## src/rtl/mem_arbiter_ctrl_if.sv

```systemverilog
// Client, RAM-port and status signals of the byte-serial RAM arbiter.
// The master side is the surrounding system (caches, RAM, IO); the slave side is the controller.
interface mem_arbiter_ctrl_if #(
  parameter int ADDR_WIDTH = 17,
  parameter int LINE_BYTES = 4
);
  logic                    rdy_in;
  logic                    io_full;

  logic                    ic_req;
  logic [31:0]             ic_addr;
  logic                    ic_done;
  logic [LINE_BYTES*8-1:0] ic_data;

  logic                    dc_req;
  logic                    dc_we;
  logic [1:0]              dc_len;
  logic [31:0]             dc_addr;
  logic [31:0]             dc_wdata;
  logic                    dc_done;
  logic [31:0]             dc_rdata;

  logic [7:0]              mem_din;
  logic [7:0]              mem_dout;
  logic [ADDR_WIDTH-1:0]   mem_a;
  logic                    mem_wr;

  logic                    busy;

  modport master (
    output rdy_in, io_full,
    output ic_req, ic_addr,
    input  ic_done, ic_data,
    output dc_req, dc_we, dc_len, dc_addr, dc_wdata,
    input  dc_done, dc_rdata,
    output mem_din,
    input  mem_dout, mem_a, mem_wr,
    input  busy
  );

  modport slave (
    input  rdy_in, io_full,
    input  ic_req, ic_addr,
    output ic_done, ic_data,
    input  dc_req, dc_we, dc_len, dc_addr, dc_wdata,
    output dc_done, dc_rdata,
    input  mem_din,
    output mem_dout, mem_a, mem_wr,
    output busy
  );
endinterface

```

## src/rtl/mem_arbiter_ctrl.sv

```systemverilog
// Byte-serial RAM controller arbitrating icache line reads and dcache reads/writes
// onto one 8-bit RAM port, with IO back-pressure and a global stall.
module mem_arbiter_ctrl #(
  parameter int ADDR_WIDTH = 17,
  parameter int LINE_BYTES = 4
) (
  input  logic             clk,
  input  logic             rst,
  mem_arbiter_ctrl_if.slave bus
);
  localparam int LW = $clog2(LINE_BYTES);
  localparam int DW = LINE_BYTES * 8;

  typedef enum logic [2:0] {
    S_IDLE,
    S_GRANT,
    S_RD,
    S_RD_TAIL,
    S_WR,
    S_DONE
  } state_t;

  state_t                state_q, state_d;

  // Request latched at the grant edge
  logic                  own_ic_q;
  logic                  we_q;
  logic [31:0]           addr_q;
  logic [31:0]           wdata_q;
  logic [LW-1:0]         last_q;

  logic [LW-1:0]         cnt_q;
  logic                  pend_q;
  logic [LW-1:0]         lane_q;
  logic [DW-1:0]         buf_q, buf_next;

  logic [ADDR_WIDTH-1:0] mem_a_q, mem_a_d;
  logic [DW-1:0]         ic_data_q;
  logic [31:0]           dc_rdata_q;

  logic                  grant, grant_dc;
  logic                  active, issue, done_ev;
  logic                  io_wr;
  logic [LW-1:0]         dc_last;

  assign io_wr = we_q && (addr_q[17:16] == 2'b11);

  always_comb begin
    dc_last = LW'(3);
    unique case (bus.dc_len)
      2'd0:    dc_last = '0;
      2'd1:    dc_last = LW'(1);
      default: dc_last = LW'(3);
    endcase
  end

  // Every transition is gated by rdy_in, which is what freezes the whole machine
  always_comb begin
    state_d  = state_q;
    grant    = 1'b0;
    grant_dc = 1'b0;
    active   = 1'b0;
    issue    = 1'b0;
    done_ev  = 1'b0;
    if (bus.rdy_in) begin
      unique case (state_q)
        S_IDLE: begin
          if (bus.dc_req) begin
            grant    = 1'b1;
            grant_dc = 1'b1;
            state_d  = S_GRANT;
          end else if (bus.ic_req) begin
            grant   = 1'b1;
            state_d = S_GRANT;
          end
        end
        S_GRANT: state_d = we_q ? S_WR : S_RD;
        S_RD: begin
          active = 1'b1;
          issue  = 1'b1;
          if (cnt_q == last_q) state_d = S_RD_TAIL;
        end
        S_WR: begin
          active = 1'b1;
          issue  = !(io_wr && bus.io_full);
          if (issue && (cnt_q == last_q)) state_d = S_DONE;
        end
        S_RD_TAIL: state_d = S_DONE;
        S_DONE: begin
          done_ev = 1'b1;
          state_d = S_IDLE;
        end
        default: state_d = S_IDLE;
      endcase
    end
  end

  // The byte issued in the previous cycle lands in its lane regardless of rdy_in
  always_comb begin
    buf_next = buf_q;
    if (pend_q) buf_next[{lane_q, 3'b000} +: 8] = bus.mem_din;
  end

  assign mem_a_d = active ? ADDR_WIDTH'(addr_q + 32'(cnt_q)) : mem_a_q;

  assign bus.mem_a    = mem_a_d;
  assign bus.mem_wr   = issue && (state_q == S_WR);
  assign bus.mem_dout = (issue && (state_q == S_WR)) ? wdata_q[{cnt_q[1:0], 3'b000} +: 8] : '0;
  assign bus.ic_done  = done_ev && own_ic_q;
  assign bus.dc_done  = done_ev && !own_ic_q;
  assign bus.ic_data  = ic_data_q;
  assign bus.dc_rdata = dc_rdata_q;
  assign bus.busy     = (state_q != S_IDLE);

  always_ff @(posedge clk or negedge rst) begin
    if (!rst) begin
      state_q <= S_IDLE;
    end else begin
      state_q <= state_d;
    end
  end

  always_ff @(posedge clk or negedge rst) begin
    if (!rst) begin
      own_ic_q   <= 1'b0;
      we_q       <= 1'b0;
      addr_q     <= '0;
      wdata_q    <= '0;
      last_q     <= '0;
      cnt_q      <= '0;
      pend_q     <= 1'b0;
      lane_q     <= '0;
      buf_q      <= '0;
      mem_a_q    <= '0;
      ic_data_q  <= '0;
      dc_rdata_q <= '0;
    end else begin
      mem_a_q <= mem_a_d;
      pend_q  <= issue && (state_q == S_RD);
      lane_q  <= cnt_q;
      buf_q   <= grant ? '0 : buf_next;

      if (grant) begin
        cnt_q <= '0;
        if (grant_dc) begin
          own_ic_q <= 1'b0;
          we_q     <= bus.dc_we;
          addr_q   <= bus.dc_addr;
          wdata_q  <= bus.dc_wdata;
          last_q   <= dc_last;
        end else begin
          own_ic_q <= 1'b1;
          we_q     <= 1'b0;
          addr_q   <= bus.ic_addr;
          wdata_q  <= '0;
          last_q   <= LW'(LINE_BYTES - 1);
        end
      end else if (issue) begin
        cnt_q <= cnt_q + 1'b1;
      end

      // Publish assembled data on the edge into DONE, so it is valid with the pulse
      if ((state_q == S_RD_TAIL) && bus.rdy_in) begin
        if (own_ic_q) ic_data_q  <= buf_next;
        else          dc_rdata_q <= buf_next[31:0];
      end
    end
  end
endmodule

```

## src/flat_wrapper.sv

```systemverilog
// flat-port wrapper written by rule: the top's interface ports become plain ports
module mem_arbiter_ctrl_flat 
#(
  parameter int ADDR_WIDTH = 17,
  parameter int LINE_BYTES = 4
)
  (clk, rst, bus_rdy_in, bus_io_full, bus_ic_req, bus_ic_addr, bus_ic_done, bus_ic_data, bus_dc_req, bus_dc_we, bus_dc_len, bus_dc_addr, bus_dc_wdata, bus_dc_done, bus_dc_rdata, bus_mem_din, bus_mem_dout, bus_mem_a, bus_mem_wr, bus_busy);
  mem_arbiter_ctrl_if #(.ADDR_WIDTH(ADDR_WIDTH), .LINE_BYTES(LINE_BYTES)) bus_i ();
  input  logic clk;
  input  logic rst;
  input wire logic [$bits(bus_i.rdy_in)-1:0] bus_rdy_in;
  input wire logic [$bits(bus_i.io_full)-1:0] bus_io_full;
  input wire logic [$bits(bus_i.ic_req)-1:0] bus_ic_req;
  input wire logic [$bits(bus_i.ic_addr)-1:0] bus_ic_addr;
  output wire logic [$bits(bus_i.ic_done)-1:0] bus_ic_done;
  output wire logic [$bits(bus_i.ic_data)-1:0] bus_ic_data;
  input wire logic [$bits(bus_i.dc_req)-1:0] bus_dc_req;
  input wire logic [$bits(bus_i.dc_we)-1:0] bus_dc_we;
  input wire logic [$bits(bus_i.dc_len)-1:0] bus_dc_len;
  input wire logic [$bits(bus_i.dc_addr)-1:0] bus_dc_addr;
  input wire logic [$bits(bus_i.dc_wdata)-1:0] bus_dc_wdata;
  output wire logic [$bits(bus_i.dc_done)-1:0] bus_dc_done;
  output wire logic [$bits(bus_i.dc_rdata)-1:0] bus_dc_rdata;
  input wire logic [$bits(bus_i.mem_din)-1:0] bus_mem_din;
  output wire logic [$bits(bus_i.mem_dout)-1:0] bus_mem_dout;
  output wire logic [$bits(bus_i.mem_a)-1:0] bus_mem_a;
  output wire logic [$bits(bus_i.mem_wr)-1:0] bus_mem_wr;
  output wire logic [$bits(bus_i.busy)-1:0] bus_busy;
  assign bus_i.rdy_in = bus_rdy_in;
  assign bus_i.io_full = bus_io_full;
  assign bus_i.ic_req = bus_ic_req;
  assign bus_i.ic_addr = bus_ic_addr;
  assign bus_ic_done = bus_i.ic_done;
  assign bus_ic_data = bus_i.ic_data;
  assign bus_i.dc_req = bus_dc_req;
  assign bus_i.dc_we = bus_dc_we;
  assign bus_i.dc_len = bus_dc_len;
  assign bus_i.dc_addr = bus_dc_addr;
  assign bus_i.dc_wdata = bus_dc_wdata;
  assign bus_dc_done = bus_i.dc_done;
  assign bus_dc_rdata = bus_i.dc_rdata;
  assign bus_i.mem_din = bus_mem_din;
  assign bus_mem_dout = bus_i.mem_dout;
  assign bus_mem_a = bus_i.mem_a;
  assign bus_mem_wr = bus_i.mem_wr;
  assign bus_busy = bus_i.busy;
  mem_arbiter_ctrl #(.ADDR_WIDTH(ADDR_WIDTH), .LINE_BYTES(LINE_BYTES)) u_core (.clk(clk), .rst(rst), .bus(bus_i));
endmodule
```

## config.mk

```make
export PLATFORM = sky130hd
export DESIGN_NAME = mem_arbiter_ctrl_flat
export DESIGN_NICKNAME = d
export VERILOG_FILES = /design/src/rtl/mem_arbiter_ctrl_if.sv /design/src/rtl/mem_arbiter_ctrl.sv /design/src/flat_wrapper.sv
export SDC_FILE = /design/constraint.sdc
export NUM_CORES = 1
export LEC_CHECK = 0
export ABC_AREA = 1
export BUFFER_PORTS_ARGS = -buffer_cell sky130_fd_sc_hd__buf_2
export CAP_MARGIN = 20
export CORE_AREA = 4 4 96 188
export DETAILED_ROUTE_END_ITERATION = 6
export DIE_AREA = 0 0 100 192
export PLACE_DENSITY = 0.71
export SLEW_MARGIN = 20
export SYNTH_ARGS = -nofsm -noshare
export SYNTH_HDL_FRONTEND = slang
export SYNTH_SLANG_ARGS = --single-unit
```

## constraint.sdc

```tcl
create_clock -name clk -period 2.1 [get_ports clk]
set_input_delay 0.315 -clock clk [delete_from_list [all_inputs] [get_ports clk]]
set_output_delay 0.315 -clock clk [all_outputs]
set_load 0.005 [all_outputs]
```

; ---- Yosys cells after proc, flatten, opt, wreduce, memory -nomap -nowiden
; Cells that the tools add are included.
[op_classes]
n_addsub = 3
eq_ne = 11
shift = 3
muxes = 32
bitwise = 1
n_reduce_logical = 18
[op_table]
columns = operator, count
row1 = two-way mux 32 bit, 3
row2 = bitwise mux 32 bit, 1
row3 = variable shift 8 x 7 -> 32 bit (first input constant), 1
row4 = variable part select 32 x 6 -> 8 bit, 1
row5 = variable part select 8 x 7 -> 32 bit, 1
row6 = two-way mux 18 bit, 1
row7 = adder 17 x 2 -> 17 bit, 1
row8 = two-way mux 17 bit, 1
row9 = two-way mux 3 bit, 5
row10 = one-hot mux 3 bit (5 select lines), 1
row11 = two-way mux 1 bit, 14
row12 = logical AND 1 bit, 8
row13 = two-way mux 8 bit, 1
row14 = negator 5 -> 7 bit, 1
row15 = == test 3 x 2 -> 1 bit (second input constant), 2
row16 = == test 3 bit (second input constant), 2
row17 = two-way mux 2 bit, 3
row18 = inequality test 2 x 1 -> 1 bit (second input constant), 2
row19 = one-hot mux 2 bit (2 select lines), 1
row20 = AND reduction 2 bit, 2
row21 = AND reduction 4 bit, 1
row22 = == test 3 x 1 -> 1 bit (second input constant), 1
row23 = zero test 3 bit, 1
row24 = inequality test 3 bit (second input constant), 1
row25 = other kinds (11), 12
[word_totals]
regBits = 175
in_bits = 113
out_inout_bits = 93
elab_cells = 81

; ---- Depth between registers and ports, before layout
[depth]
depth_word = 8
depth_mapped = 10
depth_no_buf = 10

; ---- Worst setup path after synthesis
; Ideal clock, no wire load.
[synth_path]
path_kind = flip-flop to output port
start = register u_core.cnt_q[1]
end = output bus_mem_a[8]
t_arrival_ns = 1.854
t_required_ns = 1.785
setup_slack_ns = -0.069
path_stages_with_launch = 7
n_path_buf = 0
path_cell_list = dfrtp_1 -> clkinv_1 -> fa_1 -> nor2_1 -> nand2_1 -> xor2_1 -> o21ai_0
[synth_between]
elab_chain_len = 2
[synth_rtl]
columns = item, line_no
row1 = start: declaration, mem_arbiter_ctrl.sv:32  ; logic [LW-1:0] cnt_q;
row2 = start signal: assignment, mem_arbiter_ctrl.sv:159  ; cnt_q <= cnt_q + 1'b1;
row3 = adder 17 x 2 -> 17 bit, mem_arbiter_ctrl.sv:104  ; assign mem_a_d = active ? ADDR_WIDTH'(addr_q + 32'(cnt_q)) : mem_a_q;
row4 = two-way mux 17 bit, mem_arbiter_ctrl.sv:104
row5 = end: declaration, flat_wrapper.sv:26  ; output wire logic [$bits(bus_i.mem_a)-1:0] bus_mem_a;
; No other way between the ends.

; ---- Worst setup path in the final report
[layout_path]
start = register u_core.addr_q[0]
end = output bus_mem_a[6]
[layout_between]
elab_chain_len = 2
[layout_rtl]
columns = item, line_no
row1 = start: declaration, mem_arbiter_ctrl.sv:28  ; logic [31:0] addr_q;
row2 = start signal: assignment, mem_arbiter_ctrl.sv:148  ; addr_q <= bus.dc_addr;
row3 = start signal: assignment, mem_arbiter_ctrl.sv:154  ; addr_q <= bus.ic_addr;
row4 = adder 17 x 2 -> 17 bit, mem_arbiter_ctrl.sv:104
row5 = two-way mux 17 bit, mem_arbiter_ctrl.sv:104
; No other way between the ends.

==> flow_summary.toml <==
[die]
initial_core_util = 0.470
die_h_um = 192
core_mm2 = 0.0167
rows = 67
boundaryPins = 206
dieWidth_um = 100
die-area_mm2 = 0.0192

[routing]
drt_iter0_markers = 268
postRouteAntennaNets = 0
viasPerCell = 5.15
vias = 7051
dr.pass1.iters = 5
wl_mm = 21.9
drcViolationCount = 0
avgRoutedWirePerCell_um = 16.0

[timing]
relSlewSlack = 0.456
final.setup.tns_ps = -5360
timing.final.crit_period_ps = 2520
finalCritPeriodShare = 1.20
worstMarginPinSlew_ps = 815
layout_setup_ws_ps = -421
skew_ps = 9.38
setup_viol = 23
max_freq_mhz = 397
hold_ws_ps = 92.6
slew_viol_final = 0
grt_setup_unrepaired = "true"
hold_viol = 0

[synthesis]
ys.flop_type = "dfrtp_1"
async_reset_ff_frac = 1.00
synth_top_cell_by_area = "dfrtp_1"
synth_edf_count = 0
synth_fp_nets = 1048
syn-cell-area_mm2 = 0.00784
synthCells = 927
synth_top_area_frac = 0.558
synth-seq-area-share = 0.558
ys.warnings.count = 0
synth.top_cells.by_area = "dfrtp_1 (56%), nand2_1 (14%), o21ai_0 (7.5%), inv_1 (4.4%), a22o_1 (1.9%)"
synth_seq_cells = 175
syn_avg_cell_area_um2 = 8.46
synth.distinct_cells = 29

[place]
hpwl_mm = 14.8
portBuffers = 177
dp_cells = 1301
gp_congestion = 0.939
place_ws_ps = -141

[worst_setup_path]
max_stage_delay_ps = 370
critPathSlowestCell = "fa_2"
path_max_fanout = 3
startpoint_type = "flop"
crit_type = "reg -> out"
path_cells = "ha_2 > inv_2 > fa_2 > nor2_4 > nand2_2 > buf_4 > xor2_1 > o21ai_2 > buf_2"
cp.required_ps = 1780
crit_path_end_kind = "output port"
arrival_ps = 2210

[cts]
worstSkewPairLatency_ps = 420
path_clk_slew_ps = 70
numCtsBuffers = 17
htree_levels = 4
cts_tree = "done"
cts.sinks = 175
clock_path_buffers = 2
cts_root_buffer = "clkbuf_16"

[cells_and_area]
utilization = 0.624
antenna_cells = 0
nNetsFinal = 1271
final_cells = 1370
drive_gt1_frac = 0.301
area_delta_synth_final_pct = 32.8

[worst_hold_path]
min_path_type = "in -> reg"

[pwr]
ir_drop_mv = 0.682
swShare = 0.364
switchingPower_mw = 4.83
p_clk_frac = 0.232
p_leak_nw = 5.46
p_per_area_mw_per_mm2 = 1270
combinationalPowerShare = 0.371
p_int_mw = 8.42
pwr-share-seq = 0.397

[flow_run]
drv_cap = 0

[global_route]
antenna_found_initial = 0
grt_pass1_wl_mm = 34.4
grt_util_all_layers = 0.229
first_global_vias = 6996
grt_overflow = 0
grt_max_degree = 57

[outcome]
violations = "negative setup slack"
status = "finished, violations left"
per-layer routing:
layer	share of wire	global-route usage	wire [um]	vias up
li1	-	-	-	3427
met1	0.37	0.249	8000	3328
met4	0.034	0.0960	748	0
met2	0.55	0.427	12000	239
met5	0	0	0	-
met3	0.049	0.0414	1060	57
critical path, delay by kind of cell (launching register included):
family / cells / cell delay, ps
buffers and inverters: 3 / 320
XOR/XNOR: 1 / 140
adder cells (fa/ha/maj): 2 / 560
AND/OR/NAND/NOR: 2 / 250
AO/OA/AOI/OAI: 1 / 160
flip-flops: 1 / 360
placed cells by master, fill, tap and decap left out, drive strengths merged:
| cell type | n |
|---|---|
| o21ai | 134 |
| nor2 | 35 |
| clkinvlp | 2 |
| nand3 | 22 |
| nand4 | 8 |
| a22o | 17 |
| o22ai | 12 |
| fa | 1 |
| bufbuf | 2 |
| dfrtp | 175 |
| nand2 | 299 |
| ha | 7 |
| and2 | 13 |
| xnor2 | 4 |
| xor2 | 6 |
| bufinv | 1 |
| nor3 | 23 |
| dlygate4sd3 | 1 |
| a21oi | 28 |
| buf | 241 |
| clkinv | 8 |
| nor4 | 2 |
| o21bai | 3 |
| clkbuf | 19 |
| inv | 100 |
synthesized netlist by cell type (8+ instances only):
cell type and instances:
buf_2 17, o22ai_1 12, a21oi_1 28, clkbuf_1 22
dfrtp_1 175, nor3_1 21, o21ai_1 16, a22o_1 17
o21ai_0 118, nand3_1 21, inv_1 91, nand2_1 296
nor2_1 30, and2_1 13, nand4_1 8
cell families (layout without fill, tap and decap cells):
family / count (synthesis) / in the layout / synth area share
xor gates and xnor gates: 10 / 10 / 0.0112
and+or+nand+nor: 401 / 402 / 0.213
DFF: 175 / 175 / 0.558
AOI/OAI and AO/OA: 194 / 194 / 0.135
adders and majority gates: 8 / 8 / 0.0137
buffers and inverters: 139 / 374 / 0.0692
power groups by stage:
stage / sequential [mW] / clock, mW / combinational [mW]
5_1_grt: 5.39 / 3.28 / 5.47
3_3_place_gp: 5.22 / 0 / 3.81
2_1_floorplan: 5.14 / 0 / 2.29
3_5_place_dp: 5.26 / 0 / 3.89
6_report: 5.26 / 3.07 / 4.91
4_1_cts: 5.22 / 3.14 / 4.65
through the flow:
stage          instance area (um^2)  total power, mW
2_1_floorplan                  7850             7.43
4_1_cts                       10200             13.0
3_3_place_gp                   9110             9.03
5_1_grt                       10400             14.1
6_report                      10400             13.2
3_5_place_dp                   9110             9.16
what timing repair did:
action,in CTS,in global routing
gates cloned,5,0
pin swaps,21,21
hold buffers,1,0
gates resized for setup,74,55
setup endpoints to repair,26,37
buffers inserted,26,10
hold endpoints to repair,52,0
registers in the layout (all words and copies together) (netlist names):
name and flops:
u_core.bus.ic_data 32, u_core.buf_q 32, u_core.pend_q 1, u_core.state_q 3, u_core.last_q 2, u_core.we_q 1, u_core.addr_q 18, u_core.wdata_q 32
u_core.own_ic_q 1, u_core.bus.dc_rdata 32, u_core.lane_q 2, u_core.mem_a_q 17, u_core.cnt_q 2
final timing paths:
kind                                              startpoint                                 end  slack (ps)  cells past startpoint
worst min register to register   u_core.mem_a_q[9]$_DFF_PN0_         u_core.mem_a_q[9]$_DFF_PN0_         470                      2
worst min-delay path                        bus_dc_wdata[15]      u_core.wdata_q[15]$_DFFE_PN0N_          90                      3
worst max-delay path            u_core.addr_q[0]$_DFFE_PN0N_                        bus_mem_a[6]        -420                      9
max in group asynchronous                                rst        u_core.addr_q[3]$_DFFE_PN0N_         990                      3
min in group asynchronous                                rst  u_core.bus.dc_rdata[0]$_DFFE_PN0P_         420                      2
worst max register to register  u_core.addr_q[0]$_DFFE_PN0N_        u_core.mem_a_q[16]$_DFF_PN0_         100                     12
final cells by class:
cell class	count	area, um^2
inverters	98	387
repair buffers	244	1580
multi-input cells	614	3230
well taps	207	259
clock inverters	13	129
fillers	1445	6270
clock buffers	19	453
flip-flops and latches	175	4380
Power figures use the tool's default switching activity.
